`config.mk`:
```
export PLATFORM = sky130hd
export DESIGN_NAME = house_sequencer
export DESIGN_NICKNAME = d
export VERILOG_FILES = /design/src/rtl/blackjack_pkg.sv /design/src/rtl/card_points.sv /design/src/rtl/house_sequencer.sv
export SDC_FILE = /design/constraint.sdc
export NUM_CORES = 1
export LEC_CHECK = 0
export BUFFER_PORTS_ARGS = -buffer_cell sky130_fd_sc_hd__buf_4
export CAP_MARGIN = 5
export CELL_PAD_IN_SITES_DETAIL_PLACEMENT = 1
export CELL_PAD_IN_SITES_GLOBAL_PLACEMENT = 1
export CORE_ASPECT_RATIO = 0.75
export CORE_MARGIN = 10
export CORE_UTILIZATION = 49
export CTS_BUF_LIST = sky130_fd_sc_hd__clkbuf_8
export DETAILED_ROUTE_END_ITERATION = 12
export GPL_TIMING_DRIVEN = 0
export PLACE_DENSITY = 0.95
export REMOVE_ABC_BUFFERS = 1
export SYNTH_ARGS = -nofsm -noshare
export SYNTH_HDL_FRONTEND = slang
export SYNTH_SLANG_ARGS = --single-unit
export TNS_END_PERCENT = 50
```
`constraint.sdc`:
```
create_clock -name clk -period 4.8 [get_ports clk]
set_input_delay 0.24 -clock clk [delete_from_list [all_inputs] [get_ports clk]]
set_output_delay 0.24 -clock clk [all_outputs]
set_load 0.02 [all_outputs]
```
`src/rtl/blackjack_pkg.sv`:
```
// Shared blackjack encodings: result codes, card codes, table limits and sequencer states.
package blackjack_pkg;

    typedef enum logic [1:0] {
        RES_STAND     = 2'b00,
        RES_BUST      = 2'b01,
        RES_FIVE_CARD = 2'b10,
        RES_DECK_ERR  = 2'b11
    } result_t;

    typedef enum logic [2:0] {
        ST_IDLE,
        ST_EVAL,
        ST_REQ,
        ST_WAIT_LOW,
        ST_WAIT_HIGH,
        ST_ADD,
        ST_DONE
    } seq_state_t;

    localparam logic [3:0] CARD_ACE  = 4'd1;
    localparam logic [3:0] CARD_KING = 4'd13;

    localparam int BUST_LIMIT          = 21;
    localparam int DEF_STAND_THRESHOLD = 17;
    localparam int DEF_MAX_CARDS       = 5;

endpackage

```
`src/rtl/card_points.sv`:
```
// Card code to point value; an ace reports 11 with ace_high set so the caller may demote it to 1.
module card_points (
    input  logic [3:0] card,
    output logic [3:0] points,
    output logic       ace_high
);
    import blackjack_pkg::*;

    always_comb begin
        points   = 4'd0;
        ace_high = 1'b0;
        if (card == CARD_ACE) begin
            points   = 4'd11;
            ace_high = 1'b1;
        end else if (card > CARD_KING) begin
            points = 4'd0;
        end else if (card >= 4'd10) begin
            points = 4'd10;
        end else begin
            points = card;   // 2..9 pass through, 0 stays illegal
        end
    end

endmodule

```
`src/rtl/house_sequencer.sv`:
```
// Dealer turn sequencer: draws cards over the deck handshake until stand, bust,
// full hand or deck fault, then reports the final hand with a one-cycle done pulse.
module house_sequencer #(
    parameter int STAND_THRESHOLD = blackjack_pkg::DEF_STAND_THRESHOLD,
    parameter int BUST_LIMIT      = blackjack_pkg::BUST_LIMIT,
    parameter int MAX_CARDS       = blackjack_pkg::DEF_MAX_CARDS,
    parameter bit HIT_SOFT_17     = 1'b0,
    parameter int TIMEOUT_CYCLES  = 1024
) (
    input  logic       clk,
    input  logic       rst,
    input  logic       start,
    input  logic [5:0] house_sum_in,
    input  logic [2:0] house_count_in,
    input  logic       soft_in,
    input  logic       card_ready,
    input  logic [3:0] card,
    input  logic       card_overflow,
    output logic       card_start,
    output logic       busy,
    output logic       done,
    output logic [1:0] result,
    output logic [5:0] house_sum,
    output logic [2:0] house_count
);
    import blackjack_pkg::*;

    localparam logic [5:0]  BUST_V   = 6'(BUST_LIMIT);
    localparam logic [5:0]  STAND_V  = 6'(STAND_THRESHOLD);
    localparam logic [2:0]  MAX_V    = 3'(MAX_CARDS);
    localparam int          WD_W     = $clog2(TIMEOUT_CYCLES + 2);
    localparam logic [WD_W-1:0] WD_LIMIT = WD_W'(TIMEOUT_CYCLES);

    seq_state_t      state_reg, state_next;
    logic [5:0]      sum_reg, sum_next;
    logic [2:0]      count_reg, count_next;
    logic            soft_reg, soft_next;
    result_t         result_reg, result_next;
    logic [3:0]      card_reg, card_next;
    logic            card_start_reg, card_start_next;
    logic [WD_W-1:0] wd_reg, wd_next;

    logic [3:0] points;
    logic       ace_high;
    logic       use_high;
    logic [5:0] add_value;
    logic       hit_soft;
    logic       timeout;

    card_points u_card_points (
        .card     (card_reg),
        .points   (points),
        .ace_high (ace_high)
    );

    // An ace only counts high when that cannot bust the hand.
    assign use_high  = ace_high && ((sum_reg + 6'd11) <= BUST_V);
    assign add_value = (ace_high && !use_high) ? 6'd1 : {2'b00, points};
    assign hit_soft  = HIT_SOFT_17 && soft_reg && (sum_reg == STAND_V);
    assign timeout   = wd_reg > WD_LIMIT;

    always_ff @(posedge clk or negedge rst) begin
        if (!rst) begin
            state_reg      <= ST_IDLE;
            sum_reg        <= '0;
            count_reg      <= '0;
            soft_reg       <= 1'b0;
            result_reg     <= RES_STAND;
            card_reg       <= '0;
            card_start_reg <= 1'b0;
            wd_reg         <= '0;
        end else begin
            state_reg      <= state_next;
            sum_reg        <= sum_next;
            count_reg      <= count_next;
            soft_reg       <= soft_next;
            result_reg     <= result_next;
            card_reg       <= card_next;
            card_start_reg <= card_start_next;
            wd_reg         <= wd_next;
        end
    end

    always_comb begin
        state_next      = state_reg;
        sum_next        = sum_reg;
        count_next      = count_reg;
        soft_next       = soft_reg;
        result_next     = result_reg;
        card_next       = card_reg;
        card_start_next = card_start_reg;
        wd_next         = wd_reg;
        case (state_reg)
            ST_IDLE: begin
                if (start) begin
                    sum_next    = house_sum_in;
                    count_next  = house_count_in;
                    soft_next   = soft_in;
                    result_next = RES_STAND;
                    state_next  = ST_EVAL;
                end
            end
            ST_EVAL: begin
                if (sum_reg > BUST_V && soft_reg) begin
                    sum_next  = sum_reg - 6'd10;
                    soft_next = 1'b0;
                end else if (sum_reg > BUST_V) begin
                    result_next = RES_BUST;
                    state_next  = ST_DONE;
                end else if (count_reg == MAX_V) begin
                    result_next = RES_FIVE_CARD;
                    state_next  = ST_DONE;
                end else if (sum_reg >= STAND_V && !hit_soft) begin
                    result_next = RES_STAND;
                    state_next  = ST_DONE;
                end else if (card_overflow) begin
                    result_next = RES_DECK_ERR;
                    state_next  = ST_DONE;
                end else begin
                    state_next = ST_REQ;
                end
            end
            ST_REQ: begin
                if (card_ready) begin
                    card_start_next = 1'b1;
                    wd_next         = '0;
                    state_next      = ST_WAIT_LOW;
                end
            end
            ST_WAIT_LOW: begin
                wd_next = wd_reg + WD_W'(1);
                if (timeout) begin
                    card_start_next = 1'b0;
                    result_next     = RES_DECK_ERR;
                    state_next      = ST_DONE;
                end else if (!card_ready) begin
                    card_start_next = 1'b0;
                    state_next      = ST_WAIT_HIGH;
                end
            end
            ST_WAIT_HIGH: begin
                wd_next = wd_reg + WD_W'(1);
                if (timeout) begin
                    card_start_next = 1'b0;
                    result_next     = RES_DECK_ERR;
                    state_next      = ST_DONE;
                end else if (card_ready) begin
                    card_next  = card;
                    state_next = ST_ADD;
                end
            end
            ST_ADD: begin
                if (points == 4'd0) begin
                    result_next = RES_DECK_ERR;
                    state_next  = ST_DONE;
                end else begin
                    sum_next   = sum_reg + add_value;
                    count_next = count_reg + 3'd1;
                    soft_next  = soft_reg | use_high;
                    state_next = ST_EVAL;
                end
            end
            ST_DONE: state_next = ST_IDLE;
            default: state_next = ST_IDLE;
        endcase
    end

    always_comb begin
        busy = (state_reg != ST_IDLE);
        done = (state_reg == ST_DONE);
    end

    assign card_start  = card_start_reg;
    assign result      = result_reg;
    assign house_sum   = sum_reg;
    assign house_count = count_reg;

endmodule

```
After elaboration in Yosys (flattened, before gate mapping)
Cells that the tools add are included.

Memories: 0. Input bits: 19. Bits in read-only memories: 0. Output and inout port bits: 14. Register bits: 31. Bits in latches: 0. Word-level logic and storage cells: 105. RAM bits: 0.

Reductions and logical operators: 20. Add/subtract/negate cells: 5. Multiplexer cells: 45. Order comparisons: 6. Bitwise operators: 2. Div/mod/pow operators: 0. Eq/ne operators: 19. Shift-type cells: 0. $mul: 0.

Operators with widths (count): $mux W3 (14); $pmux W11 S2 (1); $mux W6 (3); $pmux W3 S6 (1); $pmux W6 S3 (1); $mux W2 (8); $mux W4 (4); $ne A2 B2 Y1 const B (7); $eq A3 B3 Y1 const B (4); $add A11 B1 Y11 const B (1); $gt A11 B11 Y1 const B (1); $mux W11 (1); $reduce_bool A3 Y1 (3); $mux W1 (8); $pmux W2 S4 (1); $reduce_and A4 Y1 (2); $add A6 B4 Y6 (1); $add A6 B4 Y6 const B (1); $eq A3 B2 Y1 const B (2); $ge A6 B5 Y1 const B (1); $gt A6 B5 Y1 const B (1); $le A6 B5 Y1 const B (1); $ne A3 B3 Y1 const B (2); $pmux W1 S3 (2); 22 further kinds (26).

Depth between registers and ports, before layout
Gate-level depths: netlist (run 1).

Depth in word-level cells: 9. Depth in mapped cells: 14. Mapped depth without buffers: 13.

Cells and area by module
A second synthesis (run 1) with hierarchy kept.

Cell total of the unflattened synthesis: 282. Area total of the unflattened synthesis: 2414.8 sq um.

Modules (own cells, without submodules): house_sequencer (cells each 271, area an instance 2347.3 sq um, seq. area each 775.7 sq um, times used 1); card_points (cells each 11, area an instance 67.6 sq um, seq. area each 0.0 sq um, times used 1).

Worst setup path after synthesis (run 1)
Ideal clock, no wire load.

Kind: register to register. From: register sum_reg[1] (netlist: house_sum[1]). To: register sum_reg[4] (netlist: house_sum[4]). Arrival time: 3030 ps. Setup time: 121 ps. Data required time: 4679 ps. Cell stages (with the launch flop): 15. Path buffers: 1. Path slack: 1649 ps. Clock period less this slack: 3151 ps. Path through: dfrtp_1 -> buf_2 -> inv_1 -> ha_1 -> a211oi_1 -> xor2_1 -> o311ai_0 -> a21o_1 -> o21a_1 -> fa_1 -> nor2b_1 -> o21ai_0 -> o2bb2ai_1 -> o22a_1 -> o22a_1.

Cells in the longest elaborated chain, start to end: 9.

Ends and longest elaborated chain: start: declaration (RTL line house_sequencer.sv:35) `logic [5:0] sum_reg, sum_next;`; start signal: assignment (RTL line house_sequencer.sv:74) `sum_reg <= sum_next;`; $add A6 B4 Y6 (RTL line house_sequencer.sv:57) `assign use_high = ace_high && ((sum_reg + 6'd11) <= BUST_V);`; $le A6 B5 Y1 (RTL line house_sequencer.sv:57); $logic_and A1 B1 Y1 (RTL line house_sequencer.sv:57); $logic_not A1 Y1 (RTL line house_sequencer.sv:58) `assign add_value = (ace_high && !use_high) ? 6'd1 : {2'b00, points};`; $logic_and A1 B1 Y1 (RTL line house_sequencer.sv:58); $mux W4 (RTL line house_sequencer.sv:58); $add A6 B4 Y6 (RTL line house_sequencer.sv:157) `sum_next = sum_reg + add_value;`; $mux W6 (RTL line house_sequencer.sv:153) `if (points == 4'd0) begin`; $pmux W6 S3 (RTL line house_sequencer.sv:93) `case (state_reg)`.

Parallel ways exist; a longest one is shown, timed or not. The select of a mux whose other input is x is not followed. A chain may end at the register's enable or synchronous reset.

Worst setup path in the final report (run 1)
From: register sum_reg[1] (netlist: house_sum[1]). To: register sum_reg[5] (netlist: house_sum[5]).

The elaborated chain is that of the path after synthesis.

==> results.py, run 1 <==
metrics = {
    "status": {
        "status": "finished, final reports clean",
    },
    "power_and_ir_drop": {
        "power.internal_uw": 974.2,
        "swShare": 0.5130,
        "seqPwrFrac": 0.308,
        "pwr-share-comb": 0.575,
        "leakage_nw": 1.219,
        "p_switching_mw": 1.026,
        "ir_drop_mv": 0.3793,
        "p_clk_frac": 0.117,
        "cellPowerDensity_nw_per_um2": 725.2,
        "total_power_mw": 2.001,
    },
    "clocking": {
        "insertion_delay_ps": 290,
        "ctsHoldBuffers": 1,
        "cts.clk_slew.worst_paths_ps": 70,
        "clock_sinks": 31,
        "numCtsBuffers": 5,
        "cts_root_buf": "clkbuf_8",
        "postCtsSetupBuffers": 0,
        "cts_tree": "yes",
        "cts_buffer_depth": 2,
        "ctsResizeCount": 0,
        "htree_levels": 2,
    },
    "routing": {
        "drc": 0,
        "avgRoutedWirePerCell_um": 21.35,
        "vias_per_cell": 6.404,
        "drtIter0Drc": 195,
        "vias": 2299,
        "dr.pass1.iters": 4,
        "wl_um": 7663,
        "ant_nets": 0,
    },
    "sta": {
        "period_share": 0.8014,
        "final_max_slew_viol_count": 0,
        "hold_ws_ps": 182.1,
        "fmax_ghz": 0.2600,
        "fin_skew_ps": 4.481,
        "rsz0062_at_grt": "no",
        "relSlewSlack": 0.3168,
        "fin_crit_ps": 3847,
        "setup_viol": 0,
        "timing.final.ws_setup_ps": 953.2,
        "tightest_slew_ps": 1025,
        "hold_violations": 0,
        "final.setup.tns_ps": 0,
    },
    "cells_and_area": {
        "final_util": 0.6000,
        "antenna_cells": 0,
        "fin_area_um2": 2759,
        "largest_register_ffs": 11,
        "final-seq-area_um2": 775.7,
        "fillCellCount": 542,
        "final_cells": 359,
        "fin_nets": 332,
        "area_growth_pct": 14.66,
        "multi_input_area_um2": 1524,
        "drive_gt1_frac": 0.1921,
    },
    "floorplanning": {
        "die_width_um": 100.9,
        "ioPinCount": 33,
        "rows": 21,
        "dieArea_um2": 8142,
        "die_h_um": 80.69,
        "initial_core_util": 0.5233,
        "coreArea_um2": 4598,
    },
    "place": {
        "port_buffers": 32,
        "dp_hpwl_um": 5319,
        "pre_cts_slack_ps": 1144,
        "place.gp.congestion": 0.9056,
        "dp_cells": 350,
        "post_dp_cell_area_um2": 2649,
    },
    "global_route": {
        "grt_pass1_wl_um": 12930,
        "antenna_found_initial": 0,
        "grt_max_degree": 33,
        "grt_use_total": 0.1957,
        "grt_pass1_vias": 2478,
        "grt_overflow_total": 0,
    },
    "min_path": {
        "hold_class": "in2reg",
        "whs_path_depth": 2,
    },
    "setup_path": {
        "worstSetupPathType": "reg2reg",
        "cp_max_fo": 12,
        "startpoint_type": "flop",
        "ff2ff_path_depth": 13,
        "arrival_ps": 4010,
        "r2r_slack_ps": 950,
        "cp-end-kind": "flop",
        "cp.required_ps": 4960,
    },
    "yosys": {
        "ys_warn_count": 0,
        "ys_seq_area_frac": 0.3224,
        "synth_area_per_cell_um2": 8.781,
        "ys_types": 59,
        "synth_cells": 274,
        "synth_flop_cell": "dfrtp_1",
        "ys_async_sr_fraction": 1.000,
        "synth.cell_area_um2": 2406,
        "synth_edf_count": 0,
        "synth_seq_cells": 31,
    },
    "run": {
        "cap_violations": 0,
    },
}
## layer usage
layer / GRT usage / routed length [µm] / vias to the layer above
met3: 0.04790 / 685 / 18
li1: - / - / 1052
met2: 0.2962 / 3425 / 111
met4: 0.06667 / 155 / 0
met5: 0 / 0 / -
met1: 0.2649 / 3397 / 1118
## critical path, stage by stage, from the launching register on
cell       delay [ps]
dfrtp_1           640
inv_1             250
ha_1              300
a211oi_1          350
mux2i_1           130
o211ai_1          260
a21o_1            240
o21ai_0           150
ha_1              300
a21o_1            210
a211oi_1          410
nor4_1            100
a221oi_1          250
o2bb2ai_1         120
## path summary, 6_finish.rpt
path	startpoint	endpoint
min in group asynchronous	rst	house_sum[2]$_DFFE_PN0P_
worst max register to register	house_sum[1]$_DFFE_PN0P_	house_sum[5]$_DFFE_PN0P_
worst min register to register	result[1]$_DFFE_PN0P_	result[1]$_DFFE_PN0P_
worst min-delay path	card[2]	card_reg[2]$_DFFE_PN0P_
max in group asynchronous	rst	house_sum[0]$_DFFE_PN0P_
worst max-delay path	house_sum[1]$_DFFE_PN0P_	house_sum[5]$_DFFE_PN0P_
## cell usage after synthesis, types with 3 or more instances
| cell | instances | area (µm²) |
|---|---|---|
| xor2_1 | 9 | 78.83 |
| a211oi_1 | 8 | 60.06 |
| nand2_1 | 22 | 82.58 |
| nand4_1 | 3 | 18.77 |
| nor2b_1 | 6 | 37.54 |
| nor3b_1 | 3 | 22.52 |
| o21ai_0 | 16 | 80.08 |
| and3_1 | 5 | 31.28 |
| inv_1 | 10 | 37.54 |
| a21oi_1 | 22 | 110.1 |
| nand3_1 | 3 | 15.01 |
| dfrtp_1 | 31 | 775.7 |
| nor4_1 | 4 | 25.02 |
| mux2_2 | 6 | 67.56 |
| xnor2_1 | 4 | 35.03 |
| ha_1 | 11 | 137.6 |
| nand2b_1 | 4 | 25.02 |
| clkbuf_1 | 5 | 18.77 |
| a21o_1 | 4 | 30.03 |
| nor2_1 | 32 | 120.1 |
| nor3_1 | 8 | 40.04 |
| o31ai_1 | 4 | 30.03 |
| mux2i_1 | 4 | 40.04 |
| buf_2 | 4 | 20.02 |
## power by group through the flow
stage          logic, mW  clock network [mW]  registers [mW]
3_5_place_dp        1.10                   0           0.605
6_report            1.15               0.234           0.615
3_3_place_gp        1.03                   0           0.596
2_1_floorplan      0.736                   0           0.595
4_1_cts             1.14               0.232           0.610
5_1_grt             1.26               0.246           0.643
## kinds of logic (layout without fill, tap and decap cells)
logic type      Yosys count  after routing  synth area share
flops                    31             31            0.3224
xor+xnor                 13             13           0.04732
buf+inv                  23             51           0.04420
simple gates            106            106            0.2496
fa+ha+maj                12             12           0.06552
mux                      10             10           0.04472
compound gates           79             79            0.2262
## placed cells by master (no fill, tap or decap), types with 3 or more instances in the layout
master | netlist | layout
nor2_1 | 32 | 32
buf_4 | 2 | 32
dfrtp_1 | 31 | 31
a21oi_1 | 22 | 22
nand2_1 | 22 | 22
o21ai_0 | 16 | 16
inv_1 | 10 | 11
ha_1 | 11 | 11
xor2_1 | 9 | 9
a211oi_1 | 8 | 8
nor3_1 | 8 | 8
clkbuf_8 | 0 | 7
nor2b_1 | 6 | 6
mux2_2 | 6 | 6
and3_1 | 5 | 5
nand2b_1 | 4 | 4
mux2i_1 | 4 | 4
a21o_1 | 4 | 4
xnor2_1 | 4 | 4
nor4_1 | 4 | 4
o31ai_1 | 4 | 4
nand4_1 | 3 | 3
nand3_1 | 3 | 3
nor3b_1 | 3 | 3
## final cells by class
type                            instances  area share
Tap cell                               57     0.02585
Timing Repair Buffer                   33     0.09070
Multi-Input combinational cell        220      0.5524
Clock buffer                            7     0.03492
Inverter                               10     0.01361
Sequential cell                        31      0.2812
Clock inverter                          1    0.001361
No activity file was read; power rests on OpenSTA's default activity.
==> run 2, diff against run 1 <==
Settings changed: CORE_UTILIZATION 49 to 45, PLACE_DENSITY 0.95 to 0.91.
Clock period 4.8 ns to 3.7 ns, I/O delays scaled along.
==> run 2 against run 1 <==
Global-route usage decreased by 3.9 points. Sequential cell count stayed put. Clock-buffer cell count decreased by 1. Design area up 0.45%. Die area grew 6.9%. Setup slack lost 600 ps. Wire length shrank 7.9%. Critical path type unchanged. Largest power group unchanged.
==> results.py, run 2 (synthesis results as in run 1) <==
metrics = {
    "setup_path": {
        "cp_max_fo": 12,
        "critPathTopFamily": "compound AO/OA/AOI/OAI gates",
        "r2r-start": "house_sum[1]$_DFFE_PN0P_",
        "path_depth": 13,
        "worstPathCellList": "inv_1 -> ha_1 -> a211oi_2 -> xor2_1 -> o311ai_0 -> a21o_1 -> o21a_1 -> fa_1 -> nor2b_1 -> o21ai_0 -> o2bb2ai_1 -> o22a_1 -> o22a_1",
        "cpMaxStageDelayCell": "dfrtp_2",
        "r2r_slack_ps": 350,
        "arrival_ps": 3530,
        "worstSetupPathType": "reg2reg",
        "cp-end-kind": "flop",
        "cp.required_ps": 3880,
        "startpoint_type": "flop",
        "ff2ff_path_depth": 13,
        "r2r_end": "house_sum[4]$_DFFE_PN0P_",
        "cp_slowest_stage_delay_ps": 520,
        "critPathBufInv": 1,
        "cpMostUsedCell": "o22a_1",
    },
    "cells_and_area": {
        "layout_common_cells": "32 x nor2_1, 32 x buf_4, 30 x dfrtp_1",
        "area_growth_pct": 15.18,
        "largest_register_ffs": 11,
        "antenna_cells": 0,
        "fin_nets": 332,
        "drive_gt1_frac": 0.1993,
    },
    "clocking": {
        "clock_sinks": 31,
        "cts_root_buf": "clkbuf_8",
        "insertion_delay_ps": 290,
        "numCtsBuffers": 5,
        "cts_tree": "yes",
        "htree_levels": 2,
        "cts_buffer_depth": 2,
        "postCtsSetupBuffers": 0,
        "cts.clk_slew.worst_paths_ps": 70,
    },
    "global_route": {
        "grt_max_degree": 33,
        "grt_pass1_vias": 2288,
        "antenna_found_initial": 0,
        "grt_use_total": 0.1570,
        "grt_pass1_wl_um": 11410,
        "grt_overflow_total": 0,
    },
    "sta": {
        "hold_violations": 0,
        "hold_ws_ps": 117.7,
        "period_share": 0.9057,
        "final.setup.tns_ps": 0,
        "fmax_ghz": 0.2984,
        "rsz0062_at_grt": "no",
        "fin_skew_ps": 5.032,
        "relSlewSlack": 0.3099,
        "tightest_slew_ps": 1035,
        "final_max_slew_viol_count": 0,
        "fin_crit_ps": 3351,
        "setup_viol": 0,
    },
    "power_and_ir_drop": {
        "cellPowerDensity_nw_per_um2": 904.8,
        "power.internal_mw": 1.243,
        "swShare": 0.5043,
        "p_clk_frac": 0.110,
        "p_switching_mw": 1.264,
        "pwr-share-comb": 0.572,
        "leakage_nw": 1.210,
        "ir_drop_mv": 0.4050,
        "seqPwrFrac": 0.318,
    },
    "floorplanning": {
        "dieArea_um2": 8702,
        "rows": 22,
        "die_h_um": 83.33,
        "ioPinCount": 33,
        "initial_core_util": 0.4776,
        "die_width_um": 104.4,
        "coreArea_um2": 5037,
    },
    "routing": {
        "ant_nets": 0,
        "dr.pass1.iters": 4,
        "vias": 2224,
        "drc": 0,
        "vias_per_cell": 5.962,
        "avgRoutedWirePerCell_um": 18.92,
        "drtIter0Drc": 193,
        "wl_um": 7056,
    },
    "min_path": {
        "whs_path_depth": 2,
        "hold_class": "in2reg",
        "hold_start": "card[1]",
        "hold_end": "card_reg[1]$_DFFE_PN0P_",
    },
    "status": {
        "status": "finished, final reports clean",
    },
    "place": {
        "port_buffers": 32,
        "place.gp.congestion": 0.8561,
        "dp_hpwl_um": 5215,
    },
    "run": {
        "cap_violations": 0,
    },
}
[run 2: how the worst max path moves through the flow]
| stage | start | to | slack [ps] |
|---|---|---|---|
| 5_1_grt | house_sum[1]$_DFFE_PN0P_ | house_sum[5]$_DFFE_PN0P_ | 80 |
| 3_3_place_gp | house_sum[1]$_DFFE_PN0P_ | house_sum[5]$_DFFE_PN0P_ | 210 |
| 2_1_floorplan | house_sum[1]$_DFFE_PN0P_ | house_sum[4]$_DFFE_PN0P_ | 510 |
| 3_5_place_dp | house_sum[1]$_DFFE_PN0P_ | house_sum[5]$_DFFE_PN0P_ | 130 |
| 4_1_cts | house_sum[1]$_DFFE_PN0P_ | house_sum[5]$_DFFE_PN0P_ | 90 |
| 6_report | house_sum[1]$_DFFE_PN0P_ | house_sum[4]$_DFFE_PN0P_ | 350 |
[run 2: area by class of cell]
cell class	instances	area [µm²]
Inverter	10	37.54
Sequential cell	31	777.0
Fill cell	617	2266
Clock buffer	6	82.58
Clock inverter	1	5.005
Multi-Input combinational cell	220	1529
Tap cell	72	90.09
Timing Repair Buffer	33	250.2
[run 2: timing repair]
item / CTS / global route
hold buffers: 1 / 0
endpoints found under the hold margin: 31 / 0
gates resized for setup: 0 / 2
endpoints found under the setup margin: 0 / 3
[run 2: power groups by stage]
stage | logic, mW | clock network (mW) | registers, mW
CTS | 1.43 | 0.281 | 0.788
detailed placement | 1.42 | 0 | 0.790
global placement | 1.34 | 0 | 0.773
floorplan | 0.955 | 0 | 0.772
finish | 1.43 | 0.276 | 0.798
global route | 1.58 | 0.293 | 0.825
[run 2: through the flow]
| step | utilization | setup slack, ps | instance area [µm²] | instances | total power, mW |
|---|---|---|---|---|---|
| after floorplan | - | 506.0 | 2337 | 261 | 1.727 |
| after global placement | 0.5296 | 205.9 | 2668 | 365 | 2.116 |
| after detailed placement | 0.5296 | 128.9 | 2668 | 365 | 2.207 |
| after CTS | 0.5489 | 92.45 | 2765 | 373 | 2.501 |
| after global routing | 0.5502 | 77.68 | 2771 | 373 | 2.699 |
| final | 0.5502 | 349.0 | 2771 | 373 | 2.507 |
[run 2: worst register-to-register path: stages, from the launching register on]
cell	delay, ps
dfrtp_2	520
inv_1	190
ha_1	280
a211oi_2	290
xor2_1	160
o311ai_0	180
a21o_1	240
o21a_1	130
fa_1	440
nor2b_1	140
o21ai_0	90
o2bb2ai_1	180
o22a_1	240
o22a_1	170
[run 2: layer usage]
layer	global-route usage	share of wire
met3	0.03241	0.062
met2	0.2456	0.46
met4	0.05257	0.013
met5	0	0
met1	0.2090	0.47
==> run 3, diff against run 2 <==
Settings changed: ABC_AREA set to 1, CORE_ASPECT_RATIO 0.75 to 1.2, CORE_UTILIZATION 45 to 43, REMOVE_ABC_BUFFERS 1 to unset.
==> run 3 against run 2 <==
Hold slack lost 5.5 ps. First-iteration DRC count shrank 61%. Wire length shrank 4.6%. Design area shrank 2.8%. Maximum frequency grew 1.6%. Final cell count grew 12%. Sequential share of layout area grew 0.81 points. Synthesized cell count grew 15%. Critical path depth grew 7. Highest routed layer unchanged.
==> results.py, run 3 <==
metrics = {
    "setup_path": {
        "cp_slowest_stage_delay_ps": 470,
        "worstSetupPathType": "reg2reg",
        "cp.required_ps": 3870,
        "worstPathCellList": "inv_1 -> ha_1 -> nand2_1 -> nand3_1 -> nand2_1 -> nor2_1 -> nand4_1 -> nand2_1 -> nand2_1 -> nand2_1 -> inv_1 -> fa_1 -> o21ai_0 -> nand2_1 -> nand2_1 -> nand2_1 -> nand3_1 -> o211ai_1 -> o211ai_1 -> o21ai_1",
        "arrival_ps": 3460,
        "cpMaxStageDelayCell": "dfrtp_2",
        "startpoint_type": "flop",
        "cpMostUsedCell": "nand2_1",
        "cp-end-kind": "flop",
        "cp_max_fo": 8,
    },
    "power_and_ir_drop": {
        "ir_drop_mv": 0.3924,
        "leakage_nw": 1.390,
        "total_power_mw": 2.493,
        "cellPowerDensity_nw_per_um2": 925.6,
    },
    "cells_and_area": {
        "fillCellCount": 700,
        "final_util": 0.5156,
        "multi_input_area_um2": 1315,
        "layout_commonest_cell": "nand2_1",
        "fin_nets": 386,
        "area_growth_pct": 17.97,
        "layout_common_cells": "86 x nand2_1, 44 x inv_1, 32 x buf_4",
        "drive_gt1_frac": 0.1910,
        "largest_register_ffs": 11,
        "fin_area_um2": 2694,
        "antenna_cells": 0,
        "final-seq-area_um2": 777.0,
    },
    "routing": {
        "dr.pass1.iters": 4,
        "ant_nets": 0,
        "avgRoutedWirePerCell_um": 16.11,
        "vias_per_cell": 5.464,
        "drtIter0Drc": 76,
        "drc": 0,
        "vias": 2284,
        "wl_um": 6733,
    },
    "yosys": {
        "yosys-top-cells-area": "dfrtp_1 34%, nand2_1 14%, inv_1 6.9%",
        "synth_top_area_cell": "dfrtp_1",
        "ys_async_sr_fraction": 1.000,
        "syn_nets": 346,
        "synth_cells": 315,
        "synth_area_per_cell_um2": 7.249,
        "ys_seq_area_frac": 0.3397,
        "synth_common_cells": "86 x nand2_1, 42 x inv_1, 31 x dfrtp_1",
        "synth_flop_cell": "dfrtp_1",
        "synth.most_common_cell": "nand2_1",
        "ys_types": 35,
        "synth_seq_cells": 31,
        "synth_edf_count": 0,
        "ys_warn_count": 0,
        "synth_top_area_frac": 0.3397,
        "synth.cell_area_um2": 2283,
    },
    "sta": {
        "final.setup.tns_ps": 0,
        "fin_crit_ps": 3298,
        "setup_viol": 0,
        "final_max_slew_viol_count": 0,
        "fin_skew_ps": 5.795,
        "hold_violations": 0,
        "rsz0062_at_grt": "no",
        "relSlewSlack": 0.7100,
        "period_share": 0.8913,
        "fmax_ghz": 0.3032,
        "timing.final.ws_setup_ps": 402.0,
        "tightest_slew_ps": 435.0,
    },
    "floorplanning": {
        "dieArea_um2": 8637,
        "die_width_um": 86.52,
        "initial_core_util": 0.4370,
        "die_h_um": 99.83,
        "ioPinCount": 33,
        "coreArea_um2": 5225,
        "rows": 29,
    },
    "run": {
        "cap_violations": 0,
    },
    "place": {
        "pre_cts_slack_ps": 351.1,
        "place.gp.congestion": 0.8608,
        "dp_hpwl_um": 5362,
        "port_buffers": 32,
        "post_dp_cell_area_um2": 2601,
    },
    "clocking": {
        "htree_levels": 2,
        "numCtsBuffers": 5,
        "insertion_delay_ps": 280,
        "clock_sinks": 31,
        "cts_tree": "yes",
        "cts.clk_slew.worst_paths_ps": 70,
        "cts_buffer_depth": 2,
        "postCtsSetupBuffers": 0,
        "cts_root_buf": "clkbuf_8",
    },
    "global_route": {
        "grt_use_total": 0.1624,
        "grt_pass1_vias": 2430,
        "antenna_found_initial": 0,
        "grt_overflow_total": 0,
        "grt_pass1_wl_um": 11560,
        "grt_max_degree": 32,
    },
    "min_path": {
        "hold_class": "in2reg",
    },
    "status": {
        "status": "finished, final reports clean",
    },
}
run 3: worst paths after layout:
check | start | to | slack [ps] | cells after the start
setup / recovery | house_sum[1]$_DFFE_PN0P_ | house_sum[4]$_DFFE_PN0P_ | 400 | 20
hold / removal | card[2] | card_reg[2]$_DFFE_PN0P_ | 110 | 3
setup reg to reg | house_sum[1]$_DFFE_PN0P_ | house_sum[4]$_DFFE_PN0P_ | 400 | 20
hold reg to reg | result[1]$_DFFE_PN0P_ | result[1]$_DFFE_PN0P_ | 490 | 2
max in group asynchronous | rst | house_sum[1]$_DFFE_PN0P_ | 2980 | 2
min in group asynchronous | rst | result[1]$_DFFE_PN0P_ | 380 | 2
run 3: layout make-up:
type / instances / area share
clock buffers: 5 / 0.02555
clock inverters: 3 / 0.004645
inverters: 50 / 0.07153
multi-input cells: 234 / 0.4882
flip-flops and latches: 31 / 0.2884
well taps: 62 / 0.02880
repair buffers: 33 / 0.09289
run 3: where the power goes:
group	internal [mW]	leakage (nW)	switching, mW
Clock	0.126	0.0505	0.133
Sequential	0.481	0.394	0.168
Combinational	0.556	0.946	1.03
Total	1.16	1.39	1.33
run 3: timing repair:
action                     in CTS  in global routing
hold buffers                    1                  0
setup endpoints to repair       0                  1
resized for setup               0                  1
hold endpoints to repair       31                  0
run 3: stage by stage:
| stage | hold slack [ps] | std cells |
|---|---|---|
| 6_report | 112.3 | 418 |
| 5_1_grt | 119.8 | 418 |
| 4_1_cts | 110.7 | 418 |
| 3_5_place_dp | 157.3 | 409 |
| 3_3_place_gp | 152.4 | 409 |
| 2_1_floorplan | -110.6 | 315 |
run 3: critical path, delay by kind of cell (launching register included):
family / cells / cell delay [ps]
AO/OA/AOI/OAI: 4 / 560
buffers and inverters: 2 / 310
flip-flops: 1 / 470
adder cells (fa/ha/maj): 2 / 620
AND/OR/NAND/NOR: 12 / 1240
run 3: per-layer routing:
metal  vias to the layer above  GRT usage  routed length, µm
li1                       1121          -                  -
met1                      1109     0.1857               2776
met2                        42     0.2918               3564
met3                        12    0.03241                259
met4                         0    0.05243                132
met5                         -          0                  0
run 3: kinds of logic (layout without fill, tap and decap cells):
logic type | count (synthesis) | count (layout) | share of synthesized area
AO/OA/AOI/OAI | 56 | 56 | 0.1419
AND/OR/NAND/NOR | 160 | 160 | 0.3419
XOR/XNOR | 6 | 6 | 0.02301
adder cells (fa/ha/maj) | 12 | 12 | 0.06904
flip-flops | 31 | 31 | 0.3397
buffers and inverters | 50 | 91 | 0.08438
